`config.mk`:
```
export PLATFORM = sky130hd
export DESIGN_NAME = cl_pattern_gen
export DESIGN_NICKNAME = d
export VERILOG_FILES = /design/src/rtl/cl_pattern_pkg.sv /design/src/rtl/cl_pattern_data.sv /design/src/rtl/cl_pattern_gen.sv
export SDC_FILE = /design/constraint.sdc
export NUM_CORES = 1
export LEC_CHECK = 0
export ABC_CLOCK_PERIOD_IN_PS = 6400
export CAP_MARGIN = 40
export CORE_UTILIZATION = 35
export CTS_BUF_LIST = sky130_fd_sc_hd__clkbuf_4 sky130_fd_sc_hd__clkbuf_8
export DETAILED_ROUTE_END_ITERATION = 10
export PLACE_DENSITY = 0.66
export SLEW_MARGIN = 30
export SYNTH_ARGS = -nofsm -noshare
export SYNTH_HDL_FRONTEND = slang
export SYNTH_SLANG_ARGS = --single-unit
export TNS_END_PERCENT = 10
```
`constraint.sdc`:
```
create_clock -name CLK -period 6.4 [get_ports CLK]
set_clock_uncertainty 0.05 [all_clocks]
set_input_delay 1.28 -clock CLK [delete_from_list [all_inputs] [get_ports CLK]]
set_output_delay 1.28 -clock CLK [all_outputs]
set_load 0.02 [all_outputs]
```
`src/rtl/cl_pattern_pkg.sv`:
```
// Shared encodings for the Camera Link pattern generator: FSM states and pattern codes.
package cl_pattern_pkg;

    typedef enum logic [2:0] {
        ST_IDLE,
        ST_FV_SETUP,
        ST_LINE,
        ST_LINE_BLANK,
        ST_FV_HOLD,
        ST_FRAME_BLANK
    } state_t;

    localparam logic [1:0] PAT_HRAMP = 2'd0;
    localparam logic [1:0] PAT_VRAMP = 2'd1;
    localparam logic [1:0] PAT_CONST = 2'd2;
    localparam logic [1:0] PAT_MOVE  = 2'd3;

endpackage

```
`src/rtl/cl_pattern_data.sv`:
```
// Registered pixel-pair generator; takes next-cycle coordinates so its output lines up with the valids.
module cl_pattern_data #(
    parameter int PIXEL_WIDTH = 8,
    parameter int PARAM_WIDTH = 12,
    parameter int FCNT_WIDTH  = 8
) (
    input  logic                   clk,
    input  logic                   rst_n,
    input  logic [1:0]             pattern,
    input  logic [PARAM_WIDTH-1:0] x,
    input  logic [PARAM_WIDTH-1:0] y,
    input  logic [FCNT_WIDTH-1:0]  f,
    input  logic [PIXEL_WIDTH-1:0] cst,
    input  logic                   active,
    output logic [PIXEL_WIDTH-1:0] data_l,
    output logic [PIXEL_WIDTH-1:0] data_r
);
    import cl_pattern_pkg::*;

    logic [PIXEL_WIDTH-1:0] x2, fp, l_d, r_d;

    // Even tap index truncated to pixel width; odd tap is always one above it.
    assign x2 = PIXEL_WIDTH'({x, 1'b0});
    assign fp = PIXEL_WIDTH'(f);

    always_comb begin
        l_d = '0;
        r_d = '0;
        if (active) begin
            case (pattern)
                PAT_HRAMP: begin
                    l_d = x2;
                    r_d = x2 + 1'b1;
                end
                PAT_VRAMP: begin
                    l_d = PIXEL_WIDTH'(y);
                    r_d = PIXEL_WIDTH'(y);
                end
                PAT_CONST: begin
                    l_d = cst;
                    r_d = cst;
                end
                default: begin
                    l_d = x2 + fp;
                    r_d = x2 + 1'b1 + fp;
                end
            endcase
        end
    end

    always_ff @(posedge clk or negedge rst_n) begin
        if (!rst_n) begin
            data_l <= '0;
            data_r <= '0;
        end else begin
            data_l <= l_d;
            data_r <= r_d;
        end
    end

endmodule

```
`src/rtl/cl_pattern_gen.sv`:
```
// Camera Link base-configuration camera emulator: FVAL/LVAL/DVAL frame timing plus two test-pattern taps.
module cl_pattern_gen #(
    parameter int PIXEL_WIDTH = 8,
    parameter int PARAM_WIDTH = 12,
    parameter int FCNT_WIDTH  = 8
) (
    input  logic                   CLK,
    input  logic                   RST_N,
    input  logic                   iENABLE,
    input  logic [1:0]             iPATTERN,
    input  logic [PIXEL_WIDTH-1:0] iCONST,
    input  logic [PARAM_WIDTH-1:0] iLINE_PIX,
    input  logic [PARAM_WIDTH-1:0] iLINE_BLANK,
    input  logic [PARAM_WIDTH-1:0] iVACT,
    input  logic [PARAM_WIDTH-1:0] iFV_SETUP,
    input  logic [PARAM_WIDTH-1:0] iFV_HOLD,
    input  logic [PARAM_WIDTH-1:0] iFRAME_BLANK,
    output logic                   oFVAL,
    output logic                   oLVAL,
    output logic                   oDVAL,
    output logic [PIXEL_WIDTH-1:0] oDATA_L,
    output logic [PIXEL_WIDTH-1:0] oDATA_R,
    output logic                   oFRAME_DONE,
    output logic [FCNT_WIDTH-1:0]  oFRAME_CNT,
    output logic                   oBUSY
);
    import cl_pattern_pkg::*;

    // Lengths are stored as (n-1) so a down-counter reaching zero marks the last cycle; 0 acts as 1.
    function automatic logic [PARAM_WIDTH-1:0] len_m1(input logic [PARAM_WIDTH-1:0] v);
        return (v == '0) ? '0 : v - 1'b1;
    endfunction

    state_t                 state_q, state_d;
    logic [PARAM_WIDTH-1:0] cnt_q, cnt_d, x_q, x_d, y_q, y_d;
    logic [PARAM_WIDTH-1:0] lp_m1_q, lb_m1_q, vact_m1_q, hold_m1_q, fb_m1_q;
    logic [1:0]             pat_q;
    logic [PIXEL_WIDTH-1:0] cst_q;
    logic [FCNT_WIDTH-1:0]  fcnt_q;
    logic                   fval_q, lval_q, done_q, busy_q;
    logic                   latch, frame_end;

    always_comb begin
        state_d = state_q;
        cnt_d   = (cnt_q == '0) ? cnt_q : cnt_q - 1'b1;
        x_d     = x_q;
        y_d     = y_q;
        latch   = 1'b0;
        case (state_q)
            ST_IDLE: if (iENABLE) begin
                state_d = ST_FV_SETUP;
                cnt_d   = len_m1(iFV_SETUP);
                latch   = 1'b1;
                x_d     = '0;
                y_d     = '0;
            end
            ST_FV_SETUP: if (cnt_q == '0) begin
                state_d = ST_LINE;
                cnt_d   = lp_m1_q;
                x_d     = '0;
            end
            ST_LINE: begin
                if (cnt_q == '0) begin
                    state_d = (y_q == vact_m1_q) ? ST_FV_HOLD : ST_LINE_BLANK;
                    cnt_d   = (y_q == vact_m1_q) ? hold_m1_q  : lb_m1_q;
                end else begin
                    x_d = x_q + 1'b1;
                end
            end
            ST_LINE_BLANK: if (cnt_q == '0) begin
                state_d = ST_LINE;
                cnt_d   = lp_m1_q;
                x_d     = '0;
                y_d     = y_q + 1'b1;
            end
            ST_FV_HOLD: if (cnt_q == '0) begin
                state_d = ST_FRAME_BLANK;
                cnt_d   = fb_m1_q;
            end
            ST_FRAME_BLANK: if (cnt_q == '0) begin
                if (iENABLE) begin
                    state_d = ST_FV_SETUP;
                    cnt_d   = len_m1(iFV_SETUP);
                    latch   = 1'b1;
                    x_d     = '0;
                    y_d     = '0;
                end else begin
                    state_d = ST_IDLE;
                end
            end
            default: state_d = ST_IDLE;
        endcase
    end

    assign frame_end = (state_d == ST_FRAME_BLANK) && (state_q != ST_FRAME_BLANK);

    // Outputs are registered from the next state so they change together with the state register.
    always_ff @(posedge CLK or negedge RST_N) begin
        if (!RST_N) begin
            state_q   <= ST_IDLE;
            cnt_q     <= '0;
            x_q       <= '0;
            y_q       <= '0;
            lp_m1_q   <= '0;
            lb_m1_q   <= '0;
            vact_m1_q <= '0;
            hold_m1_q <= '0;
            fb_m1_q   <= '0;
            pat_q     <= PAT_HRAMP;
            cst_q     <= '0;
            fcnt_q    <= '0;
            fval_q    <= 1'b0;
            lval_q    <= 1'b0;
            done_q    <= 1'b0;
            busy_q    <= 1'b0;
        end else begin
            state_q <= state_d;
            cnt_q   <= cnt_d;
            x_q     <= x_d;
            y_q     <= y_d;
            if (latch) begin
                lp_m1_q   <= len_m1(iLINE_PIX);
                lb_m1_q   <= len_m1(iLINE_BLANK);
                vact_m1_q <= len_m1(iVACT);
                hold_m1_q <= len_m1(iFV_HOLD);
                fb_m1_q   <= len_m1(iFRAME_BLANK);
                pat_q     <= iPATTERN;
                cst_q     <= iCONST;
            end
            fval_q <= (state_d == ST_FV_SETUP) || (state_d == ST_LINE) ||
                      (state_d == ST_LINE_BLANK) || (state_d == ST_FV_HOLD);
            lval_q <= (state_d == ST_LINE);
            busy_q <= (state_d != ST_IDLE);
            done_q <= frame_end;
            if (frame_end) fcnt_q <= fcnt_q + 1'b1;
        end
    end

    cl_pattern_data #(
        .PIXEL_WIDTH(PIXEL_WIDTH),
        .PARAM_WIDTH(PARAM_WIDTH),
        .FCNT_WIDTH (FCNT_WIDTH)
    ) u_data (
        .clk    (CLK),
        .rst_n  (RST_N),
        .pattern(pat_q),
        .x      (x_d),
        .y      (y_d),
        .f      (fcnt_q),
        .cst    (cst_q),
        .active (state_d == ST_LINE),
        .data_l (oDATA_L),
        .data_r (oDATA_R)
    );

    assign oFVAL       = fval_q;
    assign oLVAL       = lval_q;
    assign oDVAL       = lval_q;
    assign oFRAME_DONE = done_q;
    assign oFRAME_CNT  = fcnt_q;
    assign oBUSY       = busy_q;

endmodule

```
==> impl_metrics.tcl, run 1 <==
set metrics [dict create \
    status "complete, no violations" \
    criticalPathCategory "register to register" \
    critical_path.slowest_cell "or4b_1" \
    finalCritPeriodShare_pct 74.1 \
    drive_gt1_share_pct 6.20 \
    cp_cell_sequence "inv_1 > ha_1 > or4b_1 > nor4_4 > inv_2 > ha_1 > nand2b_1 > a21oi_1 > o22ai_1 > ha_1 > fa_1 > a31oi_1 > nor2_1 > a211oi_1 > xnor2_1 > xnor2_1 > a31oi_1" \
    dpl_worst_slack_ps 1540 \
    end_kind "register" \
    setup_viol 0 \
    cts_made_buffers 17 \
    worst_slack_ps 1660 \
    placed_cell_area_mm2 0.00971 \
    place.gp.congestion 0.869 \
    cts_resized 0 \
    start_util_pct 35.5 \
    drt-total-wl_mm 22.5 \
    clock_latency_ps 470 \
    die_area_mm2 0.0244 \
    arrival_ps 5010 \
    synth-edff-count 0 \
    powerDensity_mw_per_mm2 182 \
    synth_cells 943 \
    finalPower_w 0.00185 \
    io_pins 114 \
    syn-num-nets 1049 \
    grt_pass1_vias 7006 \
    drc 0 \
    post-cts-setup-buffer-count 0 \
    rsz0062_at_grt "false" \
    clock-sinks 132 \
    final.min_clock_period_ps 4740 \
    drt-initial-drc-count 629 \
    syn_avg_cell_area_um2 8.81 \
    first_pass_iters 5 \
    final_cell_area_mm2 0.0102 \
    synth_xor_area_share_pct 8.43 \
    start_kind "register" \
    muxShareOfSynthArea_pct 2.57 \
    hold_viol 0 \
    timing.slew.headroom_pct 47.4 \
    ir_drop_uv 81.8 \
    synthSimpleGateAreaFrac_pct 22.0 \
    yosysWarnings 0 \
    synth-compound-area-share_pct 19.7 \
    dieWidth_um 156 \
    cts_tree "yes" \
    cpPeakStageDelay_ps 600 \
    postSynth.asyncResetShare_pct 100 \
    slew_viol_final 0 \
    cp_top_family "adder cells" \
    cpMostUsedCell "ha_1" \
    crit_required_ps 6670 \
    finalSetupTns_ps 0 \
    num_rows 56 \
    cts-root-buf "clkbuf_8" \
    syn2layout_area_growth_pct 22.2 \
    antenna_found_initial 1 \
    vias_per_cell 5.36 \
    clockBufferDepth 2 \
    yosys.area.top_type "dfrtp_1" \
    core_mm2 0.0234 \
    crit_fanout 31 \
    htree_levels 4 \
    timing.max_cap.violations 0 \
    path_buf_inv 2 \
    numPortBuffers 113 \
    dr_total_vias 7326 \
    dieHeight_um 156 \
    yosysTopAreaCellShare_pct 39.7 \
    grt_max_degree 79 \
    layout_commonest_cell "nand2_1" \
    grt_pass1_wl_mm 36.7 \
    holdCritPathClass "register to register" \
    path_clk_slew_ps 70 \
    grtUsageTotal_pct 19.3 \
    gr-total-overflow 0 \
    detail-route-antenna-nets 0 \
    fmax_mhz 211 \
    synthDistinctLibCells 71 \
    ys_seq_area_share_pct 39.7 \
    synth.top_cells.by_area "dfrtp_1, xnor2_1, nand2_1" \
    wire_per_inst_um 16.5 \
    cts_hold_buf 0 \
    synth.cell_area_mm2 0.00831 \
    layout_common_cells "nand2_1, dfrtp_1, clkdlybuf4s50_1" \
    nNetsFinal 1142 \
    synthFlopType "dfrtp_1" \
    tightestPinTransition_ps 786 \
    synth_fa_ha_area_share_pct 3.34 \
    yosys_register_bits 132 \
    synth_top_family_by_area "simple AND/OR/NAND/NOR gates" \
    hpwl_mm 16.9 \
    p_leak_nw 4.02 \
]
==> power breakdown <==
part           total (W)  internal [W]  switching, W  leakage (nW)
combinational   0.000182     0.0000953     0.0000866          2.09
clock           0.000779      0.000438      0.000341         0.216
sequential      0.000886      0.000853     0.0000336          1.72
total            0.00185       0.00139      0.000461          4.02
==> cell type report <==
cell class,count,area (um^2)
timing repair buffer,121,1200
inverter,39,146
sequential,132,3300
clock buffer,19,255
tap,319,399
fill,2318,13200
antenna,1,2.50
multi-input combinational,725,4670
clock inverter,12,180
==> final timing paths <==
check | startpoint | endpoint | slack (ps) | cells past startpoint
max | cnt_q[0] | u_data.data_r[7] | 1660 | 17
min | lp_m1_q[2] | lp_m1_q[2] | 430 | 2
max reg2reg | cnt_q[0] | u_data.data_r[7] | 1660 | 17
min reg2reg | lp_m1_q[2] | lp_m1_q[2] | 430 | 2
max in group asynchronous | RST_N | lp_m1_q[1] | 4260 | 2
min in group asynchronous | RST_N | oFRAME_CNT[5] | 750 | 1
==> through the flow <==
step / utilization, % / hold WS (ps) / std cells
2_1_floorplan: - / 390 / 943
3_3_place_gp: 41.4 / 406 / 1334
3_5_place_dp: 41.5 / 412 / 1335
4_1_cts: 43.4 / 429 / 1366
5_1_grt: 43.4 / 468 / 1367
6_report: 43.4 / 434 / 1368
==> kinds of logic (layout without fill, tap and decap cells) <==
| group | after synthesis | in the layout |
|---|---|---|
| and+or+nand+nor | 369 | 369 |
| AOI/OAI and AO/OA | 234 | 234 |
| DFF | 132 | 132 |
| buffers and inverters | 86 | 191 |
| xor gates and xnor gates | 80 | 80 |
| adders and majority gates | 21 | 21 |
| muxes | 21 | 21 |
| other | 0 | 1 |
==> worst reg2reg max path: stages, from the launching register on <==
cell	delay (ps)
dfrtp_1	410
inv_1	80
ha_1	200
or4b_1	600
nor4_4	330
inv_2	270
ha_1	350
nand2b_1	140
a21oi_1	130
o22ai_1	160
ha_1	260
fa_1	460
a31oi_1	330
nor2_1	120
a211oi_1	290
xnor2_1	180
xnor2_1	140
a31oi_1	100
==> state kept, by name (all words and copies together), names as in the netlist, 7 cells and up <==
name	cells
hold_m1_q	12
vact_m1_q	12
fb_m1_q	12
u_data.data_l	8
cst_q	8
y_q	12
lb_m1_q	12
u_data.data_r	8
oFRAME_CNT	8
x_q	7
cnt_q	12
lp_m1_q	12
==> synth_stat cells, drive strengths merged (15+ instances only) <==
| master | number |
|---|---|
| a21o | 19 |
| a21oi | 27 |
| a31oi | 17 |
| buf | 17 |
| clkbuf | 30 |
| dfrtp | 132 |
| ha | 19 |
| inv | 38 |
| mux2i | 18 |
| nand2 | 137 |
| nand3 | 18 |
| nand4 | 17 |
| nor2 | 68 |
| nor3 | 37 |
| o21ai | 44 |
| o22ai | 15 |
| o31ai | 42 |
| or3 | 15 |
| xnor2 | 63 |
| xor2 | 17 |
==> per-layer routing <==
metal	up-vias	routed length (um)	global-route usage, %
met1	3498	10400	26.9
met4	0	363	6.21
li1	3599	-	-
met5	-	0	0
met3	27	1190	3.28
met2	202	10500	30.3
(Power assumes the default switching activity.)
==> inputs of run 2 (changes only) <==
--- a/config.mk
+++ b/config.mk
@@ -5,12 +5,12 @@
 export SDC_FILE = /design/constraint.sdc
 export NUM_CORES = 1
 export LEC_CHECK = 0
-export ABC_CLOCK_PERIOD_IN_PS = 6400
+export ABC_CLOCK_PERIOD_IN_PS = 4120
 export CAP_MARGIN = 40
 export CORE_UTILIZATION = 35
 export CTS_BUF_LIST = sky130_fd_sc_hd__clkbuf_4 sky130_fd_sc_hd__clkbuf_8
 export DETAILED_ROUTE_END_ITERATION = 10
-export PLACE_DENSITY = 0.66
+export PLACE_DENSITY = 0.68
 export SLEW_MARGIN = 30
 export SYNTH_ARGS = -nofsm -noshare
 export SYNTH_HDL_FRONTEND = slang
==> constraint.sdc (replaced) <==
create_clock -name CLK -period 4.12 [get_ports CLK]
set_clock_uncertainty 0.05 [all_clocks]
set_input_delay 0.824 -clock CLK [delete_from_list [all_inputs] [get_ports CLK]]
set_output_delay 0.824 -clock CLK [all_outputs]
set_load 0.02 [all_outputs]
==> impl_metrics.tcl, run 2 (synthesized netlist as in run 1, its figures left out) <==
set metrics [dict create \
    grtUsageTotal_pct 19.1 \
    finalSetupTns_ps 0 \
    start_util_pct 35.5 \
    setup_viol 0 \
    arrival_ps 4080 \
    cpPeakStageDelay_ps 490 \
    syn2layout_area_growth_pct 22.9 \
    start_kind "register" \
    p_leak_nw 4.06 \
    htree_levels 4 \
    timing.slew.headroom_pct 51.6 \
    worst_slack_ps 299 \
    die_area_mm2 0.0244 \
    dpl_worst_slack_ps 148 \
    path_clk_slew_ps 80 \
    fmax_mhz 262 \
    finalCritPeriodShare_pct 92.8 \
    cts_made_buffers 17 \
    antenna_found_initial 0 \
    fillers 2327 \
    drive_gt1_share_pct 7.55 \
    wire_per_inst_um 16.2 \
    core_mm2 0.0234 \
    critical_path.slowest_cell "or4b_4" \
    clock-sinks 132 \
    rsz0062_at_grt "false" \
    drt-total-wl_mm 22.3 \
    num_rows 56 \
    detail-route-antenna-nets 0 \
    path_buf_inv 2 \
    grt_pass1_wl_mm 36.3 \
    crit_required_ps 4380 \
    grt_pass1_vias 6998 \
    dieHeight_um 156 \
    cts_tree "yes" \
    holdCritPathClass "input port to async pin" \
    ir_drop_uv 149 \
    first_pass_iters 7 \
    dpl.cell_count 1346 \
    layout_commonest_cell "nand2_1" \
    layoutNonFillerInstCount 1378 \
    end_kind "register" \
    numPortBuffers 113 \
    nNetsFinal 1152 \
    cp_cell_sequence "inv_1 > ha_1 > or4b_4 > nor4_4 > inv_2 > ha_1 > nand2b_1 > a21oi_1 > o22ai_1 > ha_2 > fa_2 > a31oi_4 > nor2_1 > a211oi_2 > xnor2_1 > xnor2_1 > a31oi_1" \
    powerDensity_mw_per_mm2 263 \
    timing.max_cap.violations 0 \
    status "complete, no violations" \
    vias_per_cell 5.40 \
    grt_max_degree 107 \
    dr_total_vias 7439 \
    tightestPinTransition_ps 725 \
    crit_fanout 4 \
    io_pins 114 \
    hold_viol 0 \
    dieWidth_um 156 \
    place.gp.congestion 0.920 \
    clockBufferDepth 2 \
    hpwl_mm 16.9 \
    cts-root-buf "clkbuf_8" \
    slew_viol_final 0 \
    criticalPathCategory "register to register" \
    layout_common_cells "nand2_1, dfrtp_1, clkdlybuf4s50_1" \
    clock_latency_ps 470 \
    cp_top_family "adder cells" \
    drt-initial-drc-count 505 \
    drc 0 \
    gr-total-overflow 0 \
    final.min_clock_period_ps 3820 \
    finalPower_w 0.00269 \
    diodes 0 \
]
-- run 2: layer usage --
| metal | routed length (um) | vias up | global-route usage [%] |
|---|---|---|---|
| met1 | 10200 | 3577 | 26.2 |
| met5 | 0 | - | 0 |
| li1 | - | 3629 | - |
| met4 | 400 | 0 | 6.44 |
| met2 | 10600 | 202 | 30.6 |
| met3 | 1090 | 31 | 2.69 |
-- run 2: layout make-up --
class | instances | area [um^2] | area share [%]
multi-input cells | 725 | 4690 | 45.9
flip-flops and latches | 132 | 3300 | 32.3
repair buffers | 131 | 1310 | 12.8
well taps | 319 | 399 | 3.91
clock buffers | 18 | 248 | 2.42
inverters | 39 | 146 | 1.43
clock inverters | 14 | 116 | 1.14
-- run 2: repair_timing --
item | CTS | global route
buffers inserted | 0 | 0
hold buffers | 0 | 0
endpoints found under the setup margin | 0 | 7
gates resized for setup | 0 | 4
-- run 2: power breakdown --
part | switching [W] | leakage (nW) | internal [W]
logic | 0.000135 | 2.16 | 0.000152
registers | 0.0000512 | 1.72 | 0.00132
clock network | 0.000577 | 0.187 | 0.000448
-- run 2: per-stage QoR --
stage	area [um^2]	hold WS (ps)	util, %
floorplan	8330	390	-
global placement	9820	404	41.9
detailed placement	9840	408	42.1
CTS	10200	213	43.6
global route	10200	232	43.7
finish	10200	229	43.7
-- run 2: worst paths after layout --
check | startpoint | to | slack [ps] | depth (start not counted)
worst max-delay path | cnt_q[0] | u_data.data_r[7] | 300 | 17
worst min-delay path | RST_N | oFRAME_CNT[5] | 230 | 1
worst max register to register | cnt_q[0] | u_data.data_r[7] | 300 | 17
worst min register to register | cst_q[2] | cst_q[2] | 420 | 2
max in group asynchronous | RST_N | lp_m1_q[1] | 3120 | 2
min in group CLK | cst_q[2] | cst_q[2] | 420 | 2
==> inputs of run 3 (changes only) <==
==> constraint.sdc (replaced) <==
create_clock -name CLK -period 4.12 [get_ports CLK]
set_clock_uncertainty 0.05 [all_clocks]
set_input_delay 0.824 -clock CLK [delete_from_list [all_inputs] [get_ports CLK]]
set_output_delay 0.824 -clock CLK [all_outputs]
set_load 0.01 [all_outputs]
==> results of run 3 <==
Final layout, timing and power as in run 2 (identical DEF).
